File: src/rtl/reg_writeback_pkg.sv
// rtl/reg_writeback_pkg.sv - shared defaults and grant-select encoding for the writeback unit
package reg_writeback_pkg;

  localparam int WB_WIDTH        = 16;
  localparam int WB_REG_BITS     = 4;
  localparam int WB_STARVE_LIMIT = 3;

  typedef enum logic [1:0] {
    GRANT_NONE = 2'd0,
    GRANT_ALU  = 2'd1,
    GRANT_LD   = 2'd2
  } grant_e;

endpackage

File: src/rtl/wb_scoreboard.sv
// rtl/wb_scoreboard.sv - pending-write scoreboard with hazard and bypass lookup
// Optional same-cycle forwarding of the output-stage write under WB_BYPASS_EN.
module wb_scoreboard
  import reg_writeback_pkg::*;
#(
  parameter int REG_BITS = WB_REG_BITS
) (
  input  logic                   clk,
  input  logic                   rst_n,
  input  logic                   set_valid_i,
  input  logic [REG_BITS-1:0]    set_index_i,
  output logic                   set_ready_o,
  input  logic                   clr_valid_i,
  input  logic [REG_BITS-1:0]    clr_index_i,
  input  logic [REG_BITS-1:0]    chk_index_a_i,
  input  logic [REG_BITS-1:0]    chk_index_b_i,
  output logic                   hazard_a_o,
  output logic                   hazard_b_o,
  output logic                   fwd_valid_a_o,
  output logic                   fwd_valid_b_o,
  output logic [2**REG_BITS-1:0] busy_o
);

  logic [2**REG_BITS-1:0] busy_q, busy_d;

  // Register 0 is hardwired and never reserved, so it is always accepted.
  assign set_ready_o = (set_index_i == '0) || !busy_q[set_index_i];

  always_comb begin
    busy_d = busy_q;
    if (clr_valid_i) busy_d[clr_index_i] = 1'b0;
    if (set_valid_i && set_ready_o && (set_index_i != '0)) busy_d[set_index_i] = 1'b1;
  end

  always_ff @(posedge clk or negedge rst_n) begin
    if (!rst_n) busy_q <= '0;
    else        busy_q <= busy_d;
  end

`ifdef WB_BYPASS_EN
  assign fwd_valid_a_o = clr_valid_i && (clr_index_i == chk_index_a_i) && (chk_index_a_i != '0);
  assign fwd_valid_b_o = clr_valid_i && (clr_index_i == chk_index_b_i) && (chk_index_b_i != '0);
`else
  assign fwd_valid_a_o = 1'b0;
  assign fwd_valid_b_o = 1'b0;
`endif

  assign hazard_a_o = (chk_index_a_i != '0) && busy_q[chk_index_a_i] && !fwd_valid_a_o;
  assign hazard_b_o = (chk_index_b_i != '0) && busy_q[chk_index_b_i] && !fwd_valid_b_o;
  assign busy_o     = busy_q;

endmodule

File: src/rtl/reg_writeback.sv
// rtl/reg_writeback.sv - ALU/load result arbiter, registered write port and scoreboard
// WB_BYPASS_EN enables forwarding of the in-flight write to the operand checks.
module reg_writeback
  import reg_writeback_pkg::*;
#(
  parameter int WIDTH        = WB_WIDTH,
  parameter int REG_BITS     = WB_REG_BITS,
  parameter int STARVE_LIMIT = WB_STARVE_LIMIT
) (
  input  logic                   clk,
  input  logic                   rst_n,
  input  logic                   issue_valid,
  input  logic [REG_BITS-1:0]    issue_index,
  output logic                   issue_ready,
  input  logic                   alu_valid,
  output logic                   alu_ready,
  input  logic [REG_BITS-1:0]    alu_index,
  input  logic [WIDTH-1:0]       alu_data,
  input  logic                   ld_valid,
  output logic                   ld_ready,
  input  logic [REG_BITS-1:0]    ld_index,
  input  logic [WIDTH-1:0]       ld_data,
  output logic                   reg_write,
  output logic [REG_BITS-1:0]    wr_index,
  output logic [WIDTH-1:0]       write_data,
  output logic [2**REG_BITS-1:0] busy,
  input  logic [REG_BITS-1:0]    chk_index_a,
  input  logic [REG_BITS-1:0]    chk_index_b,
  output logic                   hazard_a,
  output logic                   hazard_b,
  output logic                   fwd_valid_a,
  output logic                   fwd_valid_b,
  output logic [WIDTH-1:0]       fwd_data_a,
  output logic [WIDTH-1:0]       fwd_data_b,
  output logic                   err_unreserved
);

  localparam logic [1:0] LIMIT = 2'(STARVE_LIMIT);

  grant_e                grant;
  logic                  contest, alu_wins;
  logic [1:0]            streak_q, streak_d;
  logic                  reg_write_q, reg_write_d;
  logic [REG_BITS-1:0]   wr_index_q, wr_index_d, sel_index;
  logic [WIDTH-1:0]      write_data_q, write_data_d, sel_data;
  logic                  err_q, err_d;

  assign contest  = alu_valid && ld_valid;
  assign alu_wins = (streak_q == LIMIT);

  // Each ready only looks at the other source, so a source never waits on itself.
  assign alu_ready = !ld_valid || alu_wins;
  assign ld_ready  = !alu_valid || !alu_wins;

  always_comb begin
    grant = GRANT_NONE;
    if (contest)        grant = alu_wins ? GRANT_ALU : GRANT_LD;
    else if (alu_valid) grant = GRANT_ALU;
    else if (ld_valid)  grant = GRANT_LD;
  end

  assign sel_index = (grant == GRANT_LD) ? ld_index : alu_index;
  assign sel_data  = (grant == GRANT_LD) ? ld_data  : alu_data;

  always_comb begin
    streak_d     = streak_q;
    reg_write_d  = 1'b0;
    wr_index_d   = wr_index_q;
    write_data_d = write_data_q;
    err_d        = err_q;
    if (grant == GRANT_ALU) streak_d = '0;
    else if ((grant == GRANT_LD) && contest && (streak_q != LIMIT)) streak_d = streak_q + 2'd1;
    if (grant != GRANT_NONE) begin
      reg_write_d  = (sel_index != '0);
      wr_index_d   = sel_index;
      write_data_d = sel_data;
      if ((sel_index != '0) && !busy[sel_index]) err_d = 1'b1;
    end
  end

  always_ff @(posedge clk or negedge rst_n) begin
    if (!rst_n) begin
      streak_q     <= '0;
      reg_write_q  <= 1'b0;
      wr_index_q   <= '0;
      write_data_q <= '0;
      err_q        <= 1'b0;
    end else begin
      streak_q     <= streak_d;
      reg_write_q  <= reg_write_d;
      wr_index_q   <= wr_index_d;
      write_data_q <= write_data_d;
      err_q        <= err_d;
    end
  end

  wb_scoreboard #(.REG_BITS(REG_BITS)) u_scoreboard (
    .clk           (clk),
    .rst_n         (rst_n),
    .set_valid_i   (issue_valid),
    .set_index_i   (issue_index),
    .set_ready_o   (issue_ready),
    .clr_valid_i   (reg_write_q),
    .clr_index_i   (wr_index_q),
    .chk_index_a_i (chk_index_a),
    .chk_index_b_i (chk_index_b),
    .hazard_a_o    (hazard_a),
    .hazard_b_o    (hazard_b),
    .fwd_valid_a_o (fwd_valid_a),
    .fwd_valid_b_o (fwd_valid_b),
    .busy_o        (busy)
  );

`ifdef WB_BYPASS_EN
  assign fwd_data_a = write_data_q;
  assign fwd_data_b = write_data_q;
`else
  assign fwd_data_a = '0;
  assign fwd_data_b = '0;
`endif

  assign reg_write      = reg_write_q;
  assign wr_index       = wr_index_q;
  assign write_data     = write_data_q;
  assign err_unreserved = err_q;

endmodule

File: config.mk
export PLATFORM = sky130hd
export DESIGN_NAME = reg_writeback
export DESIGN_NICKNAME = d
export VERILOG_FILES = /design/src/rtl/reg_writeback_pkg.sv /design/src/rtl/wb_scoreboard.sv /design/src/rtl/reg_writeback.sv
export SDC_FILE = /design/constraint.sdc
export NUM_CORES = 1
export LEC_CHECK = 0
export CORE_AREA = 2 2 88 90
export CTS_CLUSTER_DIAMETER = 150
export CTS_CLUSTER_SIZE = 28
export DETAILED_ROUTE_END_ITERATION = 6
export DIE_AREA = 0 0 90 92
export GPL_TIMING_DRIVEN = 0
export PLACE_DENSITY = 0.77
export SLEW_MARGIN = 20
export SYNTH_ARGS = -nofsm -noshare
export SYNTH_HDL_FRONTEND = slang
export SYNTH_SLANG_ARGS = --single-unit
File: constraint.sdc
create_clock -name clk -period 2.85 [get_ports clk]
set_input_delay 0.855 -clock clk [delete_from_list [all_inputs] [get_ports clk]]
set_output_delay 0.855 -clock clk [all_outputs]
set_load 0.1 [all_outputs]
==> impl_metrics.csv <==
group,metric,value,unit
power,powerDensity,961.3,nW/um^2
clock_tree,tritoncts,"yes",
sta,finalHoldViolCount,0,
sta,setup_slack,-0.1360,ns
critical_path,reg2reg_from,"streak_q[1]",
cells_and_area,diodes,0,
critical_path,crit_family,"multiplexers",
routing,ant_nets,0,
power,total_leakage_power,0.001845,uW
synth,syn_inst,266,
grt,grt_overflow,0,
die,core-area,7447,sq um
hold_path,min-delay-start,"err_unreserved",
critical_path,critical_path.cell_chain,"buf_12 -> mux4_2 -> mux4_2 -> buf_12",
place,post-dp-hpwl,5.701,mm
cells_and_area,drive_gt1_share,23.77,%
hold_path,hold_path.class,"flop to flop",
sta,finalSetupViolCount,3,
cells_and_area,final_cells,510,
critical_path,end_kind,"output port",
routing,first_pass_iters,4,
critical_path,crit_cells,4,
sta,tightest_slew,1.005,ns
synth,synthTopCellsByArea,"dfrtp_1 38%, o21ai_0 10%, mux4_2 10%, buf_4 9.6%, mux2i_1 8.6%",
synth,async_flop_share,100.0,%
die,die_w,90,microns
routing,routedWlPerCell,14.73,microns
clock_tree,clock_latency,0.28,ns
clock_tree,cts_max_level,2,
place,gp_congestion,0.8902,
sta,period_share,104.8,%
grt,grt_first_pass_wirelength,11.96,mm
critical_path,path_class,"input pin to output port",
clock_tree,cts_buffers,5,
clock_tree,tritoncts_num_sinks,40,
synth,synth_area,2666,sq um
critical_path,arrival,2.13,ns
grt,grt_pass1_vias,2397,
sta,slew_viol_final,0,
place,io_buffers,97,
sta,fmax,334.9,MHz
die,num_rows,32,
grt,grt_usage,18.03,%
synth,synth_edf_count,0,
routing,route.detailed.drc,0,
clock_tree,postCtsHoldBufs,0,
critical_path,crit_slowest_cell,"mux4_2",
sta,holdWs,0.4756,ns
run,maxCapViolations,0,
critical_path,crit_fanout,5,
grt,antenna_found_initial,0,
status,status,"finished with violations",
synth,ys_seq_area_share,37.54,%
critical_path,critPathRequiredTime,2.00,ns
synth,ys_warn_count,0,
synth,yosysMostFrequentCell,"o21ai_0",
die,fp.dieH,92,microns
critical_path,worst_r2r_path_depth,8,
synth,yosys_most_used_dff,"dfrtp_1",
clock_tree,cts.path.max_buffers,2,
clock_tree,root_buffer,"clkbuf_8",
grt,grt_max_degree,26,
routing,drt_iter0_markers,191,
clock_tree,clk_transition_reported_paths,0.07,ns
synth,yosysTopAreaCellShare,37.54,%
die,io_pins,134,
sta,relSlewSlack,32.82,%
cells_and_area,areaGrowthSynthToFinish,55.80,%
critical_path,worstPathBufferInverterCount,2,
synth,synth_common_cells,"55 x o21ai_0, 40 x dfrtp_1, 34 x buf_4",
die,die_area,8280,sq um
synth,synth_cell_types,43,
power,vdd_drop_max,306.3,uV
routing,vias,2440,
cells_and_area,fillers,692,
sta,clock_skew,0.004007,ns
hold_path,holdPathStages,1,
synth,ys_ff_latch,40,
routing,vias_per_cell,4.784,
die,start_util,35.80,%
status,violations,"negative setup slack",
synth,synth.largest_area_cell,"dfrtp_1",
synth,avgSynthCellArea,10.02,sq um
routing,wl,7.511,mm
place,dp.cells,499,
critical_path,rr_endpoint,"err_unreserved",
critical_path,rrSetupSlack,0.38,ns
sta,rsz0062_at_grt,"yes",
critical_path,crit_path_start_kind,"input pin",
cells_and_area,final_net_count,466,
critical_path,cpPeakStageDelay,0.51,ns
sta,fin_crit,2.986,ns
hold_path,hold_path_end,"err_unreserved",
stage by stage:
step	TNS (ns)	cell area, sq um	setup WS [ns]	utilization, %	total power, uW
finish	-0.3046	4154	-0.1360	55.78	3993
global placement	-7.543	3934	-1.433	52.82	3492
CTS	-0.2995	4088	-0.1416	54.89	3973
global route	-0.3830	4154	-0.1486	55.78	4151
detailed placement	-5.692	3956	-1.480	53.13	3532
floorplan	-0.3283	2835	-0.1865	-	2878
registers in the layout, summed over array words and instances, names as in the netlist:
signal / flops
err_unreserved: 1
reg_write: 1
streak_q: 2
u_scoreboard.busy_o: 16
wr_index: 4
write_data: 16
report_power, final:
| part | total, uW | internal, uW | switching (uW) |
|---|---|---|---|
| clock network | 382 | 193 | 189 |
| logic | 2620 | 761 | 1860 |
| registers | 992 | 731 | 261 |
kinds of logic (layout without fill, tap and decap cells):
family          count (synthesis)  in the layout  share of synthesized area (%)
flops                          40             40                          37.54
other cells                     1             34                         0.1406
mux                            38             38                          20.46
simple gates                   63             63                          12.53
fa+ha+maj                       2              2                         0.9384
compound gates                 75             75                          16.66
buf+inv                        47            156                          11.73
cell type report:
type	count	area, sq um	share of cell area (%)
inverter	4	15.01	0.3614
clock inverter	2	10.01	0.2410
buffer	43	324.1	7.801
timing repair buffer	101	1062	25.57
tap	102	127.6	3.072
sequential	40	1010	24.31
multi-input combinational	212	1523	36.66
clock buffer	6	82.58	1.988
cell usage in the layout, fill, tap and decap left out, drive strengths merged, types with 2 or more instances in the layout:
cell | netlist | routed
nand2b | 8 | 8
clkbuf | 7 | 16
nor2 | 5 | 5
ha | 2 | 2
mux2i | 24 | 24
or3b | 3 | 3
mux2 | 2 | 2
clkinv | 0 | 2
o21ai | 56 | 56
and2 | 2 | 2
or2 | 3 | 3
conb | 1 | 34
dfrtp | 40 | 40
a22oi | 2 | 2
mux4 | 12 | 12
a21oi | 7 | 7
clkdlybuf4s50 | 0 | 80
inv | 4 | 4
dlymetal6s2s | 0 | 6
nand3b | 5 | 5
buf | 36 | 47
a32oi | 2 | 2
nand2 | 30 | 30
metal layers:
layer | part of all wire (%) | GRT usage, % | vias up
li1 | - | - | 1177
met1 | 41 | 21.61 | 1123
met2 | 49 | 30.95 | 129
met3 | 8.8 | 5.505 | 11
met4 | 1.3 | 6.026 | 0
met5 | 0 | 0 | -
how the worst max path moves through the flow:
stage	from	to	slack, ns
CTS	chk_index_a[0]	hazard_a	-0.14
floorplan	issue_index[0]	issue_ready	-0.19
global route	chk_index_a[0]	hazard_a	-0.15
global placement	chk_index_a[0]	hazard_a	-1.43
finish	chk_index_a[0]	hazard_a	-0.14
detailed placement	chk_index_a[0]	hazard_a	-1.48
repair_timing:
action / 4_1_cts / 5_1_grt
resized for setup: 59 / 20
setup endpoints to repair: 6 / 11
pin swaps: 0 / 2
setup buffers: 1 / 2
Power figures use the tool's default switching activity.
